[config.mk]
export PLATFORM = sky130hd
export DESIGN_NAME = ibex_irq_arbiter
export DESIGN_NICKNAME = d
export VERILOG_FILES = /design/src/rtl/ibex_irq_arbiter.sv
export SDC_FILE = /design/constraint.sdc
export NUM_CORES = 1
export LEC_CHECK = 0
export ABC_AREA = 0
export CAP_MARGIN = 5
export CORE_MARGIN = 10
export CORE_UTILIZATION = 30
export CTS_BUF_LIST = sky130_fd_sc_hd__clkbuf_4 sky130_fd_sc_hd__clkbuf_8 sky130_fd_sc_hd__clkbuf_16
export DETAILED_ROUTE_END_ITERATION = 16
export GPL_TIMING_DRIVEN = 0
export PLACE_DENSITY = 0.6
export SKIP_CTS_REPAIR_TIMING = 1
export SLEW_MARGIN = 30
export SYNTH_ARGS = -nofsm -noshare
export SYNTH_HDL_FRONTEND = slang
export SYNTH_SLANG_ARGS = --single-unit
[constraint.sdc]
create_clock -name clk_i -period 1.65 [get_ports clk_i]
set_input_delay 0.165 -clock clk_i [delete_from_list [all_inputs] [get_ports clk_i]]
set_output_delay 0.165 -clock clk_i [all_outputs]
set_load 0.05 [all_outputs]
[src/rtl/ibex_irq_arbiter.sv]
// Interrupt front-end: synchronises irq pins, latches edge-type fast irqs, masks and
// prioritises them, and presents one cause to the controller with a req/ack handshake.
// Optional stats outputs (ack count, worst req-to-ack latency): define IBEX_IRQ_ARB_STATS_EN.
module ibex_irq_arbiter #(
    parameter int unsigned SyncStages = 2,
    parameter logic [14:0] EdgeMask   = 15'h0000,
    parameter bit          ResetAll   = 1'b0
) (
    input  logic        clk_i,
    input  logic        rst_ni,
    input  logic [17:0] irqs_i,
    input  logic        irq_nm_i,
    input  logic [17:0] mie_i,
    input  logic        mstatus_mie_i,
    input  logic        debug_mode_i,
    input  logic        irq_ack_i,
    input  logic        nmi_clear_i,
    output logic        irq_req_o,
    output logic [5:0]  irq_cause_o,
    output logic [17:0] irq_pending_o,
    output logic        nmi_active_o
`ifdef IBEX_IRQ_ARB_STATS_EN
    ,
    output logic [15:0] irq_ack_cnt_o,
    output logic [7:0]  irq_max_lat_o
`endif
);

    typedef enum logic [1:0] {IDLE, REQ, HOLD} state_e;

    localparam logic [5:0] CauseNmi      = 6'h3F;
    localparam logic [5:0] CauseExternal = 6'h2B;
    localparam logic [5:0] CauseSoftware = 6'h23;
    localparam logic [5:0] CauseTimer    = 6'h27;

    state_e      state_q, state_d;
    logic [5:0]  cause_q, cause_d;
    logic        nmi_active_q, nmi_active_d;

    logic [SyncStages-1:0][18:0] sync_q;
    logic [18:0] synced;
    logic [14:0] edge_prev_q;
    logic [14:0] edge_pend_q, edge_pend_d;
    logic [14:0] edge_set, edge_clr;
    logic [17:0] pending;
    logic [17:0] el;
    logic        nmi_el;
    logic        win_valid;
    logic [5:0]  win;
    logic        still;
    logic        ack_take;

    // Sync flops reset to zero in either ResetAll setting.
    logic unused_reset_all;
    assign unused_reset_all = ResetAll;

    always_ff @(posedge clk_i or negedge rst_ni) begin
        if (!rst_ni) begin
            sync_q <= '0;
        end else begin
            sync_q[0] <= {irq_nm_i, irqs_i};
            for (int i = 1; i < SyncStages; i++) begin
                sync_q[i] <= sync_q[i-1];
            end
        end
    end

    assign synced = sync_q[SyncStages-1];

    // A newly detected edge beats the ack clear of the same bit.
    assign edge_set    = synced[14:0] & ~edge_prev_q & EdgeMask;
    assign ack_take    = (state_q == REQ) && irq_ack_i;
    assign edge_clr    = (ack_take && cause_q[5:4] == 2'b11 && cause_q != CauseNmi)
                         ? (15'(1) << cause_q[3:0]) : 15'h0000;
    assign edge_pend_d = (edge_pend_q & ~edge_clr) | edge_set;

    always_ff @(posedge clk_i or negedge rst_ni) begin
        if (!rst_ni) begin
            edge_prev_q <= '0;
            edge_pend_q <= '0;
        end else begin
            edge_prev_q <= synced[14:0];
            edge_pend_q <= edge_pend_d;
        end
    end

    assign pending = {synced[17:15], (synced[14:0] & ~EdgeMask) | (edge_pend_q & EdgeMask)};
    assign el      = pending & mie_i & {18{mstatus_mie_i & ~debug_mode_i}};
    assign nmi_el  = synced[18] & ~nmi_active_q & ~debug_mode_i;

    assign win_valid = nmi_el | (|el);

    // Later assignments override earlier ones, so order is lowest priority first.
    always_comb begin
        win = 6'h00;
        if (el[16]) win = CauseTimer;
        if (el[17]) win = CauseSoftware;
        if (el[15]) win = CauseExternal;
        for (int k = 14; k >= 0; k--) begin
            if (el[k]) win = {2'b11, 4'(k)};
        end
        if (nmi_el) win = CauseNmi;
    end

    // Whether the presented source still qualifies; NMI only yields to debug entry.
    always_comb begin
        still = 1'b0;
        if (cause_q == CauseNmi)                still = ~debug_mode_i;
        else if (cause_q == CauseExternal)      still = el[15];
        else if (cause_q == CauseSoftware)      still = el[17];
        else if (cause_q == CauseTimer)         still = el[16];
        else if (cause_q[5:4] == 2'b11)         still = el[cause_q[3:0]];
    end

    always_comb begin
        state_d = state_q;
        cause_d = cause_q;
        case (state_q)
            IDLE: begin
                if (win_valid) begin
                    state_d = REQ;
                    cause_d = win;
                end
            end
            REQ: begin
                if (irq_ack_i)   state_d = HOLD;
                else if (!still) state_d = IDLE;
            end
            HOLD:    state_d = IDLE;
            default: state_d = IDLE;
        endcase
    end

    assign nmi_active_d = (ack_take && cause_q == CauseNmi) | (nmi_active_q & ~nmi_clear_i);

    always_ff @(posedge clk_i or negedge rst_ni) begin
        if (!rst_ni) begin
            state_q      <= IDLE;
            cause_q      <= 6'h00;
            nmi_active_q <= 1'b0;
        end else begin
            state_q      <= state_d;
            cause_q      <= cause_d;
            nmi_active_q <= nmi_active_d;
        end
    end

    assign irq_req_o     = (state_q == REQ);
    assign irq_cause_o   = cause_q;
    assign irq_pending_o = pending;
    assign nmi_active_o  = nmi_active_q;

`ifdef IBEX_IRQ_ARB_STATS_EN
    logic [15:0] ack_cnt_q;
    logic [7:0]  lat_q, max_lat_q;

    // lat_q counts REQ cycles including the ack cycle.
    always_ff @(posedge clk_i or negedge rst_ni) begin
        if (!rst_ni) begin
            ack_cnt_q <= '0;
            lat_q     <= '0;
            max_lat_q <= '0;
        end else begin
            if (ack_take && ack_cnt_q != 16'hFFFF) ack_cnt_q <= ack_cnt_q + 16'd1;
            if (state_q == IDLE && state_d == REQ)            lat_q <= 8'd1;
            else if (state_q == REQ && lat_q != 8'hFF)        lat_q <= lat_q + 8'd1;
            if (ack_take && lat_q > max_lat_q)                max_lat_q <= lat_q;
        end
    end

    assign irq_ack_cnt_o = ack_cnt_q;
    assign irq_max_lat_o = max_lat_q;
`endif

endmodule
==> Implementation_results.wiki <==
{| class="wikitable"
! Metric !! Value
|-
| Total number of H-tree levels || 2
|-
| Number of enable flip-flop cells after synthesis || 0
|-
| Max-slew violations || 0
|-
| Worst Setup Path Type || flop to flop
|-
| Main combinational cell family by area after synthesis || compound AO/OA/AOI/OAI gates
|-
| Post-synthesis mux area share || 0.0760
|-
| Count of antenna diodes in the layout || 0
|-
| HPWL after DPL || 4220 µm
|-
| Cell area after technology mapping || 0.00211 mm²
|-
| Worst min path class || input port to flop
|-
| Remaining routing DRC violations || 0
|-
| Core ar. || 0.00679 mm²
|-
| Post-detailed-route wirelength per cell || 15.4 µm
|-
| Placement-stage cell area || about 0.0029 mm²
|-
| Setup crit end kind || flop
|-
| Total leakage power || 0.00157 µW
|-
| Layout net count || 295
|-
| Run status || complete, but fails checks
|-
| Crit path arrival time || 2010 ps
|-
| Last weighted congestion value of the routability-driven placer || between 0.8 and 0.9
|-
| Simple-gate share of the synthesized area || 0.120
|-
| Flop-to-flop setup slack || -180 ps
|-
| CTS clock-pin slew for the worst setup and hold paths || 90 ps
|-
| Vias after detailed routing || 1591
|-
| Maximum VDD drop || 0.381 mV
|-
| Post-synthesis share of cell area spent on xor and xnor gates || 0
|-
| Warnings, synthesis || 0
|-
| Minimum setup slack in the final design || -177 ps
|-
| Post-placement cell count || 328
|-
| I/O pins || 69
|-
| Cell with the biggest individual delay on the critical path || sky130_fd_sc_hd__a211oi_4
|-
| Synthesized flop and latch total || between 40 and 50
|-
| Die footprint || 0.0108 mm²
|-
| First-pass GRT wire length || 8450 µm
|-
| FP Rows || 30
|-
| Syn avg cell area || around 13 µm²
|-
| Total power || 3420 µW
|-
| Hold Fails Final Rpt || 0
|-
| Die span in y || 104 µm
|-
| Crit share post-route || 1.11
|-
| Worst slack, placed || -624 ps
|-
| CP required || approximately 1800 ps
|-
| Unrepaired setup endpoints after global routing || true
|-
| First drt pass iteration count || 4
|-
| Number of port buffers || 68
|-
| Horizontal die dimension || just over 100 µm
|-
| Congestion Overflow GR || 0
|-
| Proportion of layout cells with a drive suffix above 1 || 0.308
|-
| Maximum frequency from static timing analysis || 547 MHz
|-
| Drt first-iter violations || 56
|-
| Cell breakdown of the critical path || nand2_4 > a41o_4 > nor4b_4 > a211oi_4 > mux2_4
|-
| Complex-gate fraction of the synthesized area || 0.166
|-
| Source-to-sink clock delay at the later pin of the worst-skew pair || 300 ps
|-
| Cell with the most instances after synthesis || sky130_fd_sc_hd__dfrtp_1
|-
| Via count of the first global-routing pass || 1685
|-
| Adder-Cell Fraction of Synth Area || 0
|-
| Share of flip-flops with an asynchronous set or reset || 1.00
|-
| Largest fanout on the critical path || 7
|-
| Non-filler cells, final || 349
|-
| Most instantiated flip-flop cell in the synthesis netlist || sky130_fd_sc_hd__dfrtp_1
|-
| Post-synth top area cell || sky130_fd_sc_hd__dfrtp_1
|-
| Clock tree from TritonCTS || done
|-
| Startpoint of the worst hold path || irqs_i[14]
|-
| Pin count of the biggest net entering global routing || 48
|-
| Remaining max-slew budget at the tightest pin || 0.619
|-
| Pwr Density || 1060 mW/mm²
|-
| Synth Instances || roughly 160
|-
| Max-capacitance violation count || 0
|-
| Slew of the pin with the lowest slew margin || 572 ps
|-
| Most frequent cells after synthesis || sky130_fd_sc_hd__dfrtp_1, sky130_fd_sc_hd__nand2_1, sky130_fd_sc_hd__buf_4
|-
| Share of synthesized area occupied by flip-flops and latches || 0.558
|-
| Library cells used by synthesis || 45
|-
| Post-route clock skew || 7.81 ps
|-
| Critical register-to-register path startpoint || synced[10]
|-
| Antenna violations before repair || 0
|-
| Crit path from || synced[10]
|-
| Largest stage delay on the critical path || about 460 ps
|-
| Num CTS Buffers || 5
|-
| Main area contributors after synthesis || sky130_fd_sc_hd__dfrtp_1, sky130_fd_sc_hd__buf_4, sky130_fd_sc_hd__mux4_2
|-
| Post-synth top area share || 0.558
|-
| Antenna viol nets, final || 0
|-
| Period minus WS final || 1830 ps
|-
| CTS sink count || 47
|-
| Number of nets produced by synthesis || 207
|-
| GRT Overall Usage || 0.0965
|-
| Violations in the final reports || negative setup slack
|-
| Initial standard-cell utilization of the core || 0.310
|-
| Element type at the critical path start || flop
|-
| Total Routed Length || 5380 µm
|-
| Largest buffer count on any clock path || 2
|-
| Layout Cell Area excl Fill || 0.00323 mm²
|-
| Master cell of the clock root buffer || sky130_fd_sc_hd__clkbuf_8
|-
| TNS Setup || -919 ps
|-
| Layout overhead on the synthesized area || 53.4%
|-
| Via count normalized by instance count || 4.56
|-
| Finish-stage setup viols || 6
|}
[power by group]
group | total [µW] | switching [µW] | internal, µW
registers | 1420 | 141 | 1280
clock network | 724 | 382 | 342
logic | 1280 | 696 | 580
[cells in the final DEF, fill, tap and decap left out, drive strengths merged, types with 3 or more instances in the layout]
master         count
buf               32
mux2               4
dfrtp             47
clkdlybuf4s50     39
o21ai              5
a21oi              3
a41oi              4
nor2               3
a222oi             3
dlymetal6s2s      27
a211oi             4
a22o               4
clkbuf             8
nor3               3
nand2b             3
inv                5
nand4              3
mux4               4
nand2             23
[cell families (layout without fill, tap and decap cells)]
kind of cell | after synthesis | in the layout
flops | 47 | 47
mux | 9 | 9
compound gates | 38 | 38
buf+inv | 25 | 114
simple gates | 45 | 45
[stage by stage]
step / util / hold slack [ps]
finish: 0.476 / 296
global route: 0.476 / 274
CTS: 0.444 / -124
detailed placement: 0.429 / 206
global placement: 0.430 / 331
floorplan: - / -131
[cell type report]
class                      count  area [µm²]
buffer                        20         151
multi-input combinational     92         825
timing repair buffer          81         841
inverter                       5        18.8
clock buffer                   6        82.6
tap                           96         120
clock inverter                 2        16.3
sequential                    47        1180
fill                         635        3560
[per-layer routing]
metal  vias up  GRT usage  routed length, µm
li1        763          -                  -
met2        41      0.164               2720
met4         0     0.0268                 51
met5         -          0                  0
met1       781      0.105               2240
met3         6     0.0452                366
[worst max-delay path: cells and delay by family, from the launching register on]
family,cells,cell delay [ps]
AO/OA/AOI/OAI,2,740
flip-flops,1,400
multiplexers,1,340
AND/OR/NAND/NOR,2,230
[path summary, 6_finish.rpt]
check                                 endpoint  cells past startpoint
worst max-delay path            irq_cause_o[1]                      5
worst min-delay path                sync_q[14]                      1
worst max register to register  irq_cause_o[1]                      5
worst min register to register       synced[6]                      0
max in group asynchronous       irq_cause_o[3]                      2
min in group asynchronous            synced[4]                      2
[flip-flops by register name (all words and copies together), names as in the netlist]
signal	count
sync_q	19
synced	19
irq_cause_o	6
state_q	2
nmi_active_o	1
Note: power is estimated with default switching activity, not from simulation.
